<file path="src/rtl/fifo_arb_pkg.sv">
// rtl/fifo_arb_pkg.sv - shared types and default constants for the FIFO write arbiter
//
// Purpose : FSM state encoding and default sizing used by fifo_wr_arbiter.
// Contents: arb_state_e   - IDLE (no owner) / LOCK (owner holds the port)
//           DEF_NUM_REQ   - default requester count
//           DEF_MAX_BURST - default longest locked burst, in beats
package fifo_arb_pkg;

  typedef enum logic {
    IDLE = 1'b0,
    LOCK = 1'b1
  } arb_state_e;

  localparam int DEF_NUM_REQ   = 4;
  localparam int DEF_MAX_BURST = 8;

endpackage

</file>
<file path="src/rtl/rr_picker.sv">
// rtl/rr_picker.sv - combinational round-robin picker
//
// Purpose : returns the first asserted request at or after ptr, wrapping at N.
// Ports   : req   [N-1:0]  request vector
//           ptr   [IW-1:0] highest-priority index this cycle
//           valid          at least one request asserted
//           idx   [IW-1:0] index of the winning request (0 when none)
module rr_picker #(
  parameter int N  = 4,
  parameter int IW = $clog2(N)
) (
  input  logic [N-1:0]  req,
  input  logic [IW-1:0] ptr,
  output logic          valid,
  output logic [IW-1:0] idx
);

  always_comb begin
    int cand;
    valid = 1'b0;
    idx   = '0;
    cand  = 0;
    // Walk outward from ptr; the first hit is latched by the valid flag.
    for (int i = 0; i < N; i++) begin
      cand = (int'(ptr) + i) % N;
      if (!valid && req[IW'(cand)]) begin
        valid = 1'b1;
        idx   = IW'(cand);
      end
    end
  end

endmodule

</file>
<file path="src/rtl/fifo_wr_arbiter.sv">
// rtl/fifo_wr_arbiter.sv - round-robin burst-locking write arbiter in front of a sync_fifo
//
// Purpose : merges NUM_REQ beat streams into one FIFO write port. A multi-beat
//           burst locks the port to its owner until req_last or MAX_BURST beats.
// Ports   : clk, rst_n                   clock, async active-low reset
//           req_valid/req_last/req_wdata per-requester beat, burst end, data
//           req_ready                    one-hot (or zero) beat accept
//           enqueue/wdata/is_full        sync_fifo write port
//           grant_id                     current or most recent owner
//           burst_err                    sticky: a burst was cut at MAX_BURST
module fifo_wr_arbiter
  import fifo_arb_pkg::*;
#(
  parameter  int NUM_REQ    = DEF_NUM_REQ,
  parameter  int DATA_WIDTH = 64,
  parameter  int MAX_BURST  = DEF_MAX_BURST,
  localparam int IW         = $clog2(NUM_REQ),
  localparam int CW         = $clog2(MAX_BURST + 1)
) (
  input  logic                                clk,
  input  logic                                rst_n,
  input  logic [NUM_REQ-1:0]                  req_valid,
  input  logic [NUM_REQ-1:0]                  req_last,
  input  logic [NUM_REQ-1:0][DATA_WIDTH-1:0]  req_wdata,
  output logic [NUM_REQ-1:0]                  req_ready,
  output logic                                enqueue,
  output logic [DATA_WIDTH-1:0]               wdata,
  input  logic                                is_full,
  output logic [IW-1:0]                       grant_id,
  output logic                                burst_err
);

  arb_state_e    state_q, state_d;
  logic [IW-1:0] owner_q, owner_d;
  logic [IW-1:0] rr_ptr_q, rr_ptr_d;
  logic [IW-1:0] grant_q, grant_d;
  logic [CW-1:0] beat_cnt_q, beat_cnt_d;
  logic          burst_err_q, burst_err_d;

  logic          pick_valid;
  logic [IW-1:0] pick_idx;
  logic [IW-1:0] sel_idx;
  logic          sel_valid;
  logic          sel_last;
  logic          beat;
  logic          burst_end;
  logic [CW-1:0] cnt_inc;

  rr_picker #(
    .N  (NUM_REQ),
    .IW (IW)
  ) u_rr_picker (
    .req   (req_valid),
    .ptr   (rr_ptr_q),
    .valid (pick_valid),
    .idx   (pick_idx)
  );

  always_ff @(posedge clk or negedge rst_n) begin
    if (!rst_n) begin
      state_q     <= IDLE;
      owner_q     <= '0;
      rr_ptr_q    <= '0;
      grant_q     <= '0;
      beat_cnt_q  <= '0;
      burst_err_q <= 1'b0;
    end else begin
      state_q     <= state_d;
      owner_q     <= owner_d;
      rr_ptr_q    <= rr_ptr_d;
      grant_q     <= grant_d;
      beat_cnt_q  <= beat_cnt_d;
      burst_err_q <= burst_err_d;
    end
  end

  always_comb begin
    state_d     = state_q;
    owner_d     = owner_q;
    rr_ptr_d    = rr_ptr_q;
    grant_d     = grant_q;
    beat_cnt_d  = beat_cnt_q;
    burst_err_d = burst_err_q;
    req_ready   = '0;

    // While locked only the owner is eligible; otherwise the picker decides.
    sel_idx   = (state_q == LOCK) ? owner_q : pick_idx;
    sel_valid = (state_q == LOCK) ? req_valid[sel_idx] : pick_valid;
    sel_last  = req_last[sel_idx];

    // rst_n gating keeps the write port quiet the instant reset asserts,
    // without waiting for the registers to settle.
    beat = rst_n && sel_valid && !is_full;

    // An IDLE beat is the first of its burst, so the count starts from zero.
    cnt_inc   = ((state_q == LOCK) ? beat_cnt_q : '0) + CW'(1);
    burst_end = beat && (sel_last || (cnt_inc == CW'(MAX_BURST)));

    if (beat) begin
      req_ready[sel_idx] = 1'b1;
      grant_d            = sel_idx;
      if (burst_end) begin
        state_d    = IDLE;
        beat_cnt_d = '0;
        rr_ptr_d   = (sel_idx == IW'(NUM_REQ - 1)) ? '0 : sel_idx + IW'(1);
        if (!sel_last) begin
          burst_err_d = 1'b1;
        end
      end else begin
        state_d    = LOCK;
        owner_d    = sel_idx;
        beat_cnt_d = cnt_inc;
      end
    end

    enqueue   = beat;
    wdata     = beat ? req_wdata[sel_idx] : '0;
    grant_id  = beat ? sel_idx : grant_q;
    burst_err = burst_err_q;
  end

endmodule

</file>
<file path="config.mk">
export PLATFORM = sky130hd
export DESIGN_NAME = fifo_wr_arbiter
export DESIGN_NICKNAME = d
export VERILOG_FILES = /design/src/rtl/fifo_arb_pkg.sv /design/src/rtl/rr_picker.sv /design/src/rtl/fifo_wr_arbiter.sv
export SDC_FILE = /design/constraint.sdc
export NUM_CORES = 1
export LEC_CHECK = 0
export BUFFER_PORTS_ARGS = -buffer_cell sky130_fd_sc_hd__buf_4
export CAP_MARGIN = 20
export CORE_AREA = 2 2 133 135
export CTS_CLUSTER_DIAMETER = 50
export DETAILED_ROUTE_END_ITERATION = 6
export DIE_AREA = 0 0 135 137
export GPL_TIMING_DRIVEN = 0
export HOLD_SLACK_MARGIN = 0.05
export PLACE_DENSITY = 0.44
export SYNTH_ARGS = -nofsm -noshare
export SYNTH_HDL_FRONTEND = slang
export SYNTH_HIERARCHICAL = 1
export SYNTH_SLANG_ARGS = --single-unit
</file>
<file path="constraint.sdc">
create_clock -name clk -period 2.9 [get_ports clk]
set_input_delay 0.58 -clock clk [delete_from_list [all_inputs] [get_ports clk]]
set_output_delay 0.58 -clock clk [all_outputs]
set_load 0.005 [all_outputs]
</file>
# ---- Word-level counts from Yosys, hierarchy flattened
# Cells that the tools add are included.
dict set report totals {
  output_inout_bits 72
  input_bits 267
  register_bits 12
  wordCells 73
}
dict set report op_classes {
  n_mux 37
  magnitude_cmp 6
  bitwise 2
  n_eq_ne 2
  add_sub_neg 5
  reduce_logical 15
}
# op count
set op_table {}
lappend op_table {{$bmux 64 s2} 1}
lappend op_table {{$mux 64} 2}
lappend op_table {{$mux 1} 17}
lappend op_table {{$lt 2x4->1 const B} 4}
lappend op_table {{$mux 2} 7}
lappend op_table {{$bmux 1 s2} 6}
lappend op_table {{$mux 4} 3}
lappend op_table {{$logic_and 1x1->1} 7}
lappend op_table {{$add 2x1->2 const B} 2}
lappend op_table {{$add 2x2->2 const B} 2}
lappend op_table {{$add 4x1->4 const B} 1}
lappend op_table {{$eq 4x4->1 const B} 1}
lappend op_table {{$logic_not 1->1} 4}
lappend op_table {{$reduce_and 2->1} 2}
lappend op_table {{$lt 2x3->1 const B} 1}
lappend op_table {{$reduce_and 3->1} 1}
lappend op_table {{$demux 1 s2} 1}
lappend op_table {{$eq 2x2->1 const B} 1}
lappend op_table {{$ge 2x1->1 const B} 1}
lappend op_table {{$not 1->1} 2}
lappend op_table {{$logic_or 1x1->1} 1}

# ---- Logic depth before layout (Yosys ltp)
# Gate-level depths: netlist (run 1).
dict set report depth {
  depth_word 22
  mapped_depth 10
  depth_no_buf 8
}

# ---- Cells and area by module
# The synthesis (run 1) kept the hierarchy.
# module seq_area_each_um2 cells_per_inst n_inst area_each_um2
set modules_own_cells {}
lappend modules_own_cells {fifo_wr_arbiter 300.3 236 1 2801.4}
lappend modules_own_cells {rr_picker 0.0 15 1 77.6}

# ---- Least setup slack after synthesis (run 1)
# No wires, ideal clock.
dict set report synth_path {
  path_type {input-to-output}
  startpoint {input port req_valid[1]}
  endpoint {output port wdata[33]}
  n_path_buf 2
  cell_stages 9
  slack_ps -54
  t_required_ps 2320
  arrival_time_ps 2374
  path_cell_list {inv_1 a221o_1 a21oi_1 mux2i_2 inv_2 buf_6 buf_6 mux4_2 nor2b_1}
}
dict set report synth_between {
  elab_chain_cells 20
}
# item line_no
set synth_lines {}
lappend synth_lines {{start: declaration} fifo_wr_arbiter.sv:22} ;# input logic [NUM_REQ-1:0] req_valid,
lappend synth_lines {{$bmux 1 s2} rr_picker.sv:26} ;# if (!valid && req[IW'(cand)]) begin
lappend synth_lines {{$mux 1 (implied by the code) (2 in series)} rr_picker.sv:26}
lappend synth_lines {{$mux 1} rr_picker.sv:26}
lappend synth_lines {{$logic_not 1->1} rr_picker.sv:26}
lappend synth_lines {{$logic_and 1x1->1} rr_picker.sv:26}
lappend synth_lines {{$mux 1} rr_picker.sv:26}
lappend synth_lines {{$logic_not 1->1} rr_picker.sv:26}
lappend synth_lines {{$logic_and 1x1->1} rr_picker.sv:26}
lappend synth_lines {{[4 not listed]} n/a}
lappend synth_lines {{named net pick_idx[0]} fifo_wr_arbiter.sv:41} ;# logic [IW-1:0] pick_idx;
lappend synth_lines {{$mux 2 (*)} fifo_wr_arbiter.sv:87} ;# sel_idx = (state_q == LOCK) ? owner_q : pick_idx;
lappend synth_lines {{named net sel_idx[0]} fifo_wr_arbiter.sv:42} ;# logic [IW-1:0] sel_idx;
lappend synth_lines {{$bmux 1 s2} fifo_wr_arbiter.sv:88} ;# sel_valid = (state_q == LOCK) ? req_valid[sel_idx] : pick_valid;
lappend synth_lines {{$mux 1 (implied by the code)} fifo_wr_arbiter.sv:88}
lappend synth_lines {{$mux 1} fifo_wr_arbiter.sv:88}
lappend synth_lines {{$logic_and 1x1->1 (2 in series)} fifo_wr_arbiter.sv:93} ;# beat = rst_n && sel_valid && !is_full;
lappend synth_lines {{$mux 64 (*)} fifo_wr_arbiter.sv:117} ;# wdata = beat ? req_wdata[sel_idx] : '0;
lappend synth_lines {{end: declaration} fifo_wr_arbiter.sv:27} ;# output logic [DATA_WIDTH-1:0] wdata,
# The timed path passes the listed nets; every way through them passes the cells marked *. The select of a mux whose other input is x is not followed.

# ---- Worst setup path in the final report (run 1)
dict set report layout_path {
  startpoint {input port req_valid[2]}
  endpoint {output port wdata[39]}
}
dict set report layout_between {
  elab_chain_cells 20
}
# item line_no
set layout_lines {}
lappend layout_lines {{$bmux 1 s2} rr_picker.sv:26}
lappend layout_lines {{$mux 1 (implied by the code) (2 in series)} rr_picker.sv:26}
lappend layout_lines {{$mux 1} rr_picker.sv:26}
lappend layout_lines {{$logic_not 1->1} rr_picker.sv:26}
lappend layout_lines {{$logic_and 1x1->1} rr_picker.sv:26}
lappend layout_lines {{$mux 1} rr_picker.sv:26}
lappend layout_lines {{$logic_not 1->1} rr_picker.sv:26}
lappend layout_lines {{$logic_and 1x1->1} rr_picker.sv:26}
lappend layout_lines {{[3 not listed]} n/a}
lappend layout_lines {{$mux 2 (*)} rr_picker.sv:26}
lappend layout_lines {{named net pick_idx[0]} fifo_wr_arbiter.sv:41}
lappend layout_lines {{$mux 2 (*)} fifo_wr_arbiter.sv:87}
lappend layout_lines {{$bmux 1 s2} fifo_wr_arbiter.sv:88}
lappend layout_lines {{$mux 1 (implied by the code)} fifo_wr_arbiter.sv:88}
lappend layout_lines {{$mux 1} fifo_wr_arbiter.sv:88}
lappend layout_lines {{$logic_and 1x1->1 (2 in series)} fifo_wr_arbiter.sv:93}
lappend layout_lines {{$mux 64 (*)} fifo_wr_arbiter.sv:117}
# Marks and branches as above.

==> results.yml, run 1 <==
sta:
  tightest_slew_ns: 0.362
  worst_slack_ns: -0.259
  min_period_over_period_pct: 109
  min_period_ns: 3.16
  max-slew-margin-rel_pct: 75.9
  skew_ns: 0.00400
  hold_viol: 0
  rsz0062_at_grt: "yes"
  maxSlewViolCount: 0
  max_clock_freq_mhz: 317
  setup_viol: 71
grt:
  grt.total_usage_pct: 17.0
  grt_max_degree: 15
  overflow: 0
  grt_pass1_vias: 4048
  antenna_found_initial: 0
  grt_pass1_wl_mm: 23.7
clock_tree:
  cts-root-buf: "clkbuf_16"
  clk_path_buf_depth: 2
  cts.clk_slew.worst_paths_ns: 0.05
  htree_levels: 1
  cts_inserted_buffers: 3
  cts_sinks: 12
  clkLatencyLatePin_ns: 0.25
  cts_tree: "done"
critical_path:
  r2r_slack_ns: 0.21
  worstPathCellList: "buf_8 -> a221o_1 -> a21oi_4 -> mux2i_4 -> clkinv_4 -> buf_12 -> buf_12 -> mux4_2 -> nor2b_4 -> buf_6"
  slowest_delay_ns: 0.51
  end_kind: "output pin"
  reg2reg_depth: 8
  crit_arrival_ns: 2.58
  slowest_stage: "mux4_2"
  setup.worst_path.start: "req_valid[2]"
  start_kind: "input port"
  path_common_cell: "buf_12"
  cp_num_buf_inv: 5
  required_ns: 2.32
  r2r_start: "state_q"
  path_max_fanout: 8
  cp.depth: 10
  cp_top_family: "buffers and inverters"
  critPathKind: "input port to output pin"
  rr_endpoint: "rr_ptr_q[0]"
  cp-endpoint: "wdata[39]"
floorplan:
  io_pins: 339
  dieArea_um2: 18500
  rows: 48
  fp.coreArea_um2: 17100
  fp.dieW_um: 135
  initial_core_util_pct: 16.9
  die_y_um: 137
route:
  ant_nets: 0
  drt-total-wl_mm: 17.6
  post_drt_via_cell_ratio: 4.48
  first_pass_iters: 4
  wire_per_inst_um: 20.8
  vias: 3787
  route.detailed.drc: 0
  drtIter0Drc: 136
final_layout:
  drive_gt1_share_pct: 80.8
  design_area_um2: 6500
  nFillCells: 1724
  syn2layout_area_growth_pct: 126
  layout.nets: 893
  diodes: 0
logic_synthesis:
  yosysSeqAreaShare_pct: 10.4
  syn_area_um2: 2880
  ys_seq_elements: 12
  synth_warnings: 6
  synth-edff-count: 0
  synth_cells: 251
  synth_ff_type: "dfrtp_1"
  synth_cell_types: 41
  syn_nets: 523
  async_flop_share_pct: 100
  avgSynthCellArea_um2: 11.5
pwr:
  power_mw: 5.41
  vdd_ir_drop_max_mv: 0.287
  leakage_nw: 3.03
  powerDensity_nw_per_um2: 833
place:
  preCtsSetupSlack_ns: -0.786
  portBuffers: 338
  placed_area_um2: 5700
  dp_hpwl_mm: 14.9
  routabilityCongestion: 0.799
outcome:
  status: "complete, but fails checks"
  violations: "negative setup slack"
run:
  maxCapViolations: 0
hold_path:
  hold_class: "input port to asynchronous set/reset pin"
## metal layers
| metal | track usage (%) | vias up | wire (um) |
|---|---|---|---|
| li1 | - | 1727 | - |
| met3 | 4.67 | 17 | 1590 |
| met1 | 20.2 | 1854 | 6710 |
| met4 | 3.30 | 0 | 269 |
| met5 | 0 | - | 0 |
| met2 | 31.0 | 189 | 8980 |
## report_power, final
group,switching (mW),leakage [nW],internal (mW)
Clock,0.0821,0.0442,0.209
Sequential,0.0944,0.150,0.237
Combinational,1.86,2.83,2.93
## through the flow
step	setup TNS [ns]	hold slack, ns	util (%)	std cells
floorplan	0	0.284	-	251
global placement	-44.96	0.439	33.4	814
detailed placement	-46.46	0.443	33.4	814
CTS	-13.47	0.183	37.3	842
global route	-18.77	0.189	38.1	845
finish	-13.04	0.175	38.1	845
## cell usage after synthesis, drive strengths merged (3+ instances only)
library cell  number  area share [%]
nand2b             4            0.87
ha                 5             2.2
nand2              8             1.0
nand3              3            0.52
nor2               6            0.78
a22o               3            0.91
buf               19             3.9
and2               6             1.3
inv               12             1.6
mux2i              4             1.5
clkbuf             4            0.52
nor2b             66              14
mux4              64              50
dfrtp             12              10
o21ai              5            0.87
a21oi              5            0.87
o22ai              3            0.87
## cell type report
cell class / instances / area (um2) / area share, %
Buffer: 22 / 254 / 3.91
Clock buffer: 4 / 88.8 / 1.37
Inverter: 12 / 57.6 / 0.886
Multi-Input combinational cell: 204 / 2620 / 40.3
Sequential cell: 12 / 302 / 4.64
Tap cell: 225 / 282 / 4.33
Timing Repair Buffer: 366 / 2890 / 44.5
## registers in the layout (all words and copies together) (netlist names)
| signal | cells |
|---|---|
| grant_q | 2 |
| state_q | 1 |
| owner_q | 2 |
| beat_cnt_q | 4 |
| rr_ptr_q | 2 |
| burst_err | 1 |
## worst min path at each step
stage | from | endpoint | slack, ns | cells after the start
global placement | rst_n | owner_q[1] | 0.44 | 1
floorplan | rst_n | beat_cnt_q[0] | 0.28 | 0
global route | rst_n | owner_q[1] | 0.19 | 1
CTS | rst_n | owner_q[1] | 0.18 | 1
finish | rst_n | owner_q[1] | 0.17 | 1
detailed placement | rst_n | owner_q[1] | 0.44 | 1
## cells in the final DEF, fill, tap and decap left out, types with 4 or more instances in the layout
cell type,Yosys,layout
and2_4,0,4
buf_12,0,5
buf_4,2,340
buf_6,2,32
buf_8,0,8
dfrtp_1,12,11
inv_1,9,8
mux4_2,64,64
nand2_1,8,6
nand2b_1,4,4
nor2_1,6,6
nor2b_1,66,50
nor2b_4,0,15
## kinds of logic after synthesis
kind of cell	Yosys count	synth area share [%]
and+or+nand+nor	99	20.7
DFF	12	10.4
buffers and inverters	35	6.00
adders and majority gates	5	2.17
muxes	70	52.5
AOI/OAI and AO/OA	30	8.17
## timing repair
action                                  in CTS  in global routing
pin swaps                                    8                  7
hold buffers                                 0                  0
cloned                                       1                  0
endpoints found under the setup margin      71                 72
buffers inserted                            24                  4
gates resized for setup                     98                 35
Power figures use the tool's default switching activity.
==> inputs of run 2 (changes only) <==
- BUFFER_PORTS_ARGS: -buffer_cell sky130_fd_sc_hd__buf_4 -> -buffer_cell sky130_fd_sc_hd__buf_2
- PLACE_DENSITY: 0.44 -> default
- PLACE_DENSITY_LB_ADDON: default -> 0.08
==> results.yml, run 2 (synthesis results as in run 1) <==
sta:
  max_clock_freq_mhz: 312
  tightest_slew_ns: 0.380
  skew_ns: 0.00361
  maxSlewViolCount: 0
  min_period_ns: 3.21
  rsz0062_at_grt: "yes"
  worst_slack_ns: -0.306
  setup_viol: 70
  max-slew-margin-rel_pct: 74.7
  min_period_over_period_pct: 111
  hold_viol: 0
critical_path:
  required_ns: 2.32
  start_kind: "input port"
  end_kind: "output pin"
  worstPathCellList: "buf_8 -> a221o_1 -> a21oi_2 -> mux2i_4 -> inv_2 -> buf_12 -> buf_12 -> buf_12 -> mux4_2 -> nor2b_1 -> buf_2"
  reg2reg_depth: 8
  slowest_stage: "mux4_2"
  slowest_delay_ns: 0.50
  critPathKind: "input port to output pin"
  path_max_fanout: 5
  path_common_cell: "buf_12"
  crit_arrival_ns: 2.63
hold_path:
  hold_class: "input port to asynchronous set/reset pin"
final_layout:
  nFillCells: 1789
  layout.nets: 896
  drive_gt1_share_pct: 83.8
  finalNonFillerCells: 849
  regArea_um2: 302
  mostFrequentLayoutCells: "buf_2 (318), mux4_2 (64), nor2b_1 (33)"
  syn2layout_area_growth_pct: 108
  final_common_cell: "buf_2"
  regMostFlops: "beat_cnt_q"
  multiInputGateArea_um2: 2720
  design_area_um2: 5980
  largest_reg_flops: 4
run:
  maxCapViolations: 0
clock_tree:
  clk_path_buf_depth: 2
  cts_tree: "done"
  cts_inserted_buffers: 3
  cts_sinks: 12
  cts-root-buf: "clkbuf_16"
  cts_hold_buf: 0
  cts.clk_slew.worst_paths_ns: 0.05
  clkLatencyLatePin_ns: 0.24
  htree_levels: 1
place:
  dp_hpwl_mm: 14.4
  place_inst: 814
  routabilityCongestion: 0.832
  portBuffers: 338
  placed_area_um2: 4860
route:
  drtIter0Drc: 104
  wire_per_inst_um: 20.1
  ant_nets: 0
  vias: 3779
  drt-total-wl_mm: 17.1
  route.detailed.drc: 0
  post_drt_via_cell_ratio: 4.45
  first_pass_iters: 4
grt:
  overflow: 0
  grt_pass1_wl_mm: 22.9
  grt_pass1_vias: 3827
  grt_max_degree: 15
  grt.total_usage_pct: 16.4
  antenna_found_initial: 1
pwr:
  vdd_ir_drop_max_mv: 0.332
  leakage_nw: 2.94
  powerDensity_nw_per_um2: 951
floorplan:
  fp.coreArea_um2: 17100
  io_pins: 339
  fp.dieW_um: 135
  initial_core_util_pct: 16.9
  die_y_um: 137
  rows: 48
  dieArea_um2: 18500
outcome:
  violations: "negative setup slack"
  status: "complete, but fails checks"
## run 2: cell types whose count changed in the layout (fill, tap and decap cells not counted), moves of 3 or more
cell     before  now
buf_4       340   17
buf_2         1  318
nor2b_1      50   33
nor2b_4      15   32
buf_12        5   11
buf_6        32   28
a21oi_2       1    4
buf_16        0    3
## run 2: metal layers
metal	vias up	GRT usage [%]	routed length, um
li1	1740	-	-
met1	1847	20.2	6580
met2	172	29.2	8880
met3	18	3.89	1350
met4	2	3.65	239
met5	-	0	12
## run 2: power breakdown
| part | switching, mW | internal [mW] | total (mW) |
|---|---|---|---|
| logic | 1.95 | 3.12 | 5.07 |
| clock network | 0.0804 | 0.209 | 0.289 |
| registers | 0.0910 | 0.237 | 0.328 |
## run 2: area by class of cell
class / instances / share of cell area, %
Antenna cell: 1 / 0.0418
Buffer: 22 / 4.83
Clock buffer: 4 / 1.48
Inverter: 12 / 0.941
Multi-Input combinational cell: 204 / 45.5
Sequential cell: 12 / 5.04
Tap cell: 225 / 4.71
Timing Repair Buffer: 369 / 37.5
## run 2: critical path: cells and delay by family
family	cells	cell delay, ns
AO/OA/AOI/OAI	2	0.58
AND/OR/NAND/NOR	1	0.14
multiplexers	2	0.61
buffers and inverters	6	0.71
## run 2: final timing paths
| check | start | slack, ns | endpoint |
|---|---|---|---|
| min | rst_n | 0.24 | rr_ptr_q[1] |
| min reg2reg | burst_err | 0.46 | burst_err |
| max | req_valid[2] | -0.31 | wdata[41] |
| min in group clk | burst_err | 0.46 | burst_err |
| max reg2reg | state_q | 0.24 | rr_ptr_q[0] |
| max in group asynchronous | rst_n | 2.39 | rr_ptr_q[1] |
## run 2: what timing repair did
action,4_1_cts,5_1_grt
pin swaps,4,6
setup buffers,15,11
cloned,4,2
setup endpoints to repair,71,71
gates resized for setup,82,102
## run 2: stage by stage
step	setup TNS, ns	hold slack, ns	util [%]	power (mW)	setup WS (ns)
2_1_floorplan	0	0.284	-	2.78	0.000470
3_3_place_gp	-45.07	0.464	28.5	3.88	-0.758
3_5_place_dp	-47.14	0.459	28.5	3.88	-0.772
4_1_cts	-17.18	0.251	32.2	5.16	-0.311
5_1_grt	-21.73	0.253	35.1	6.08	-0.377
6_report	-16.62	0.240	35.1	5.69	-0.306
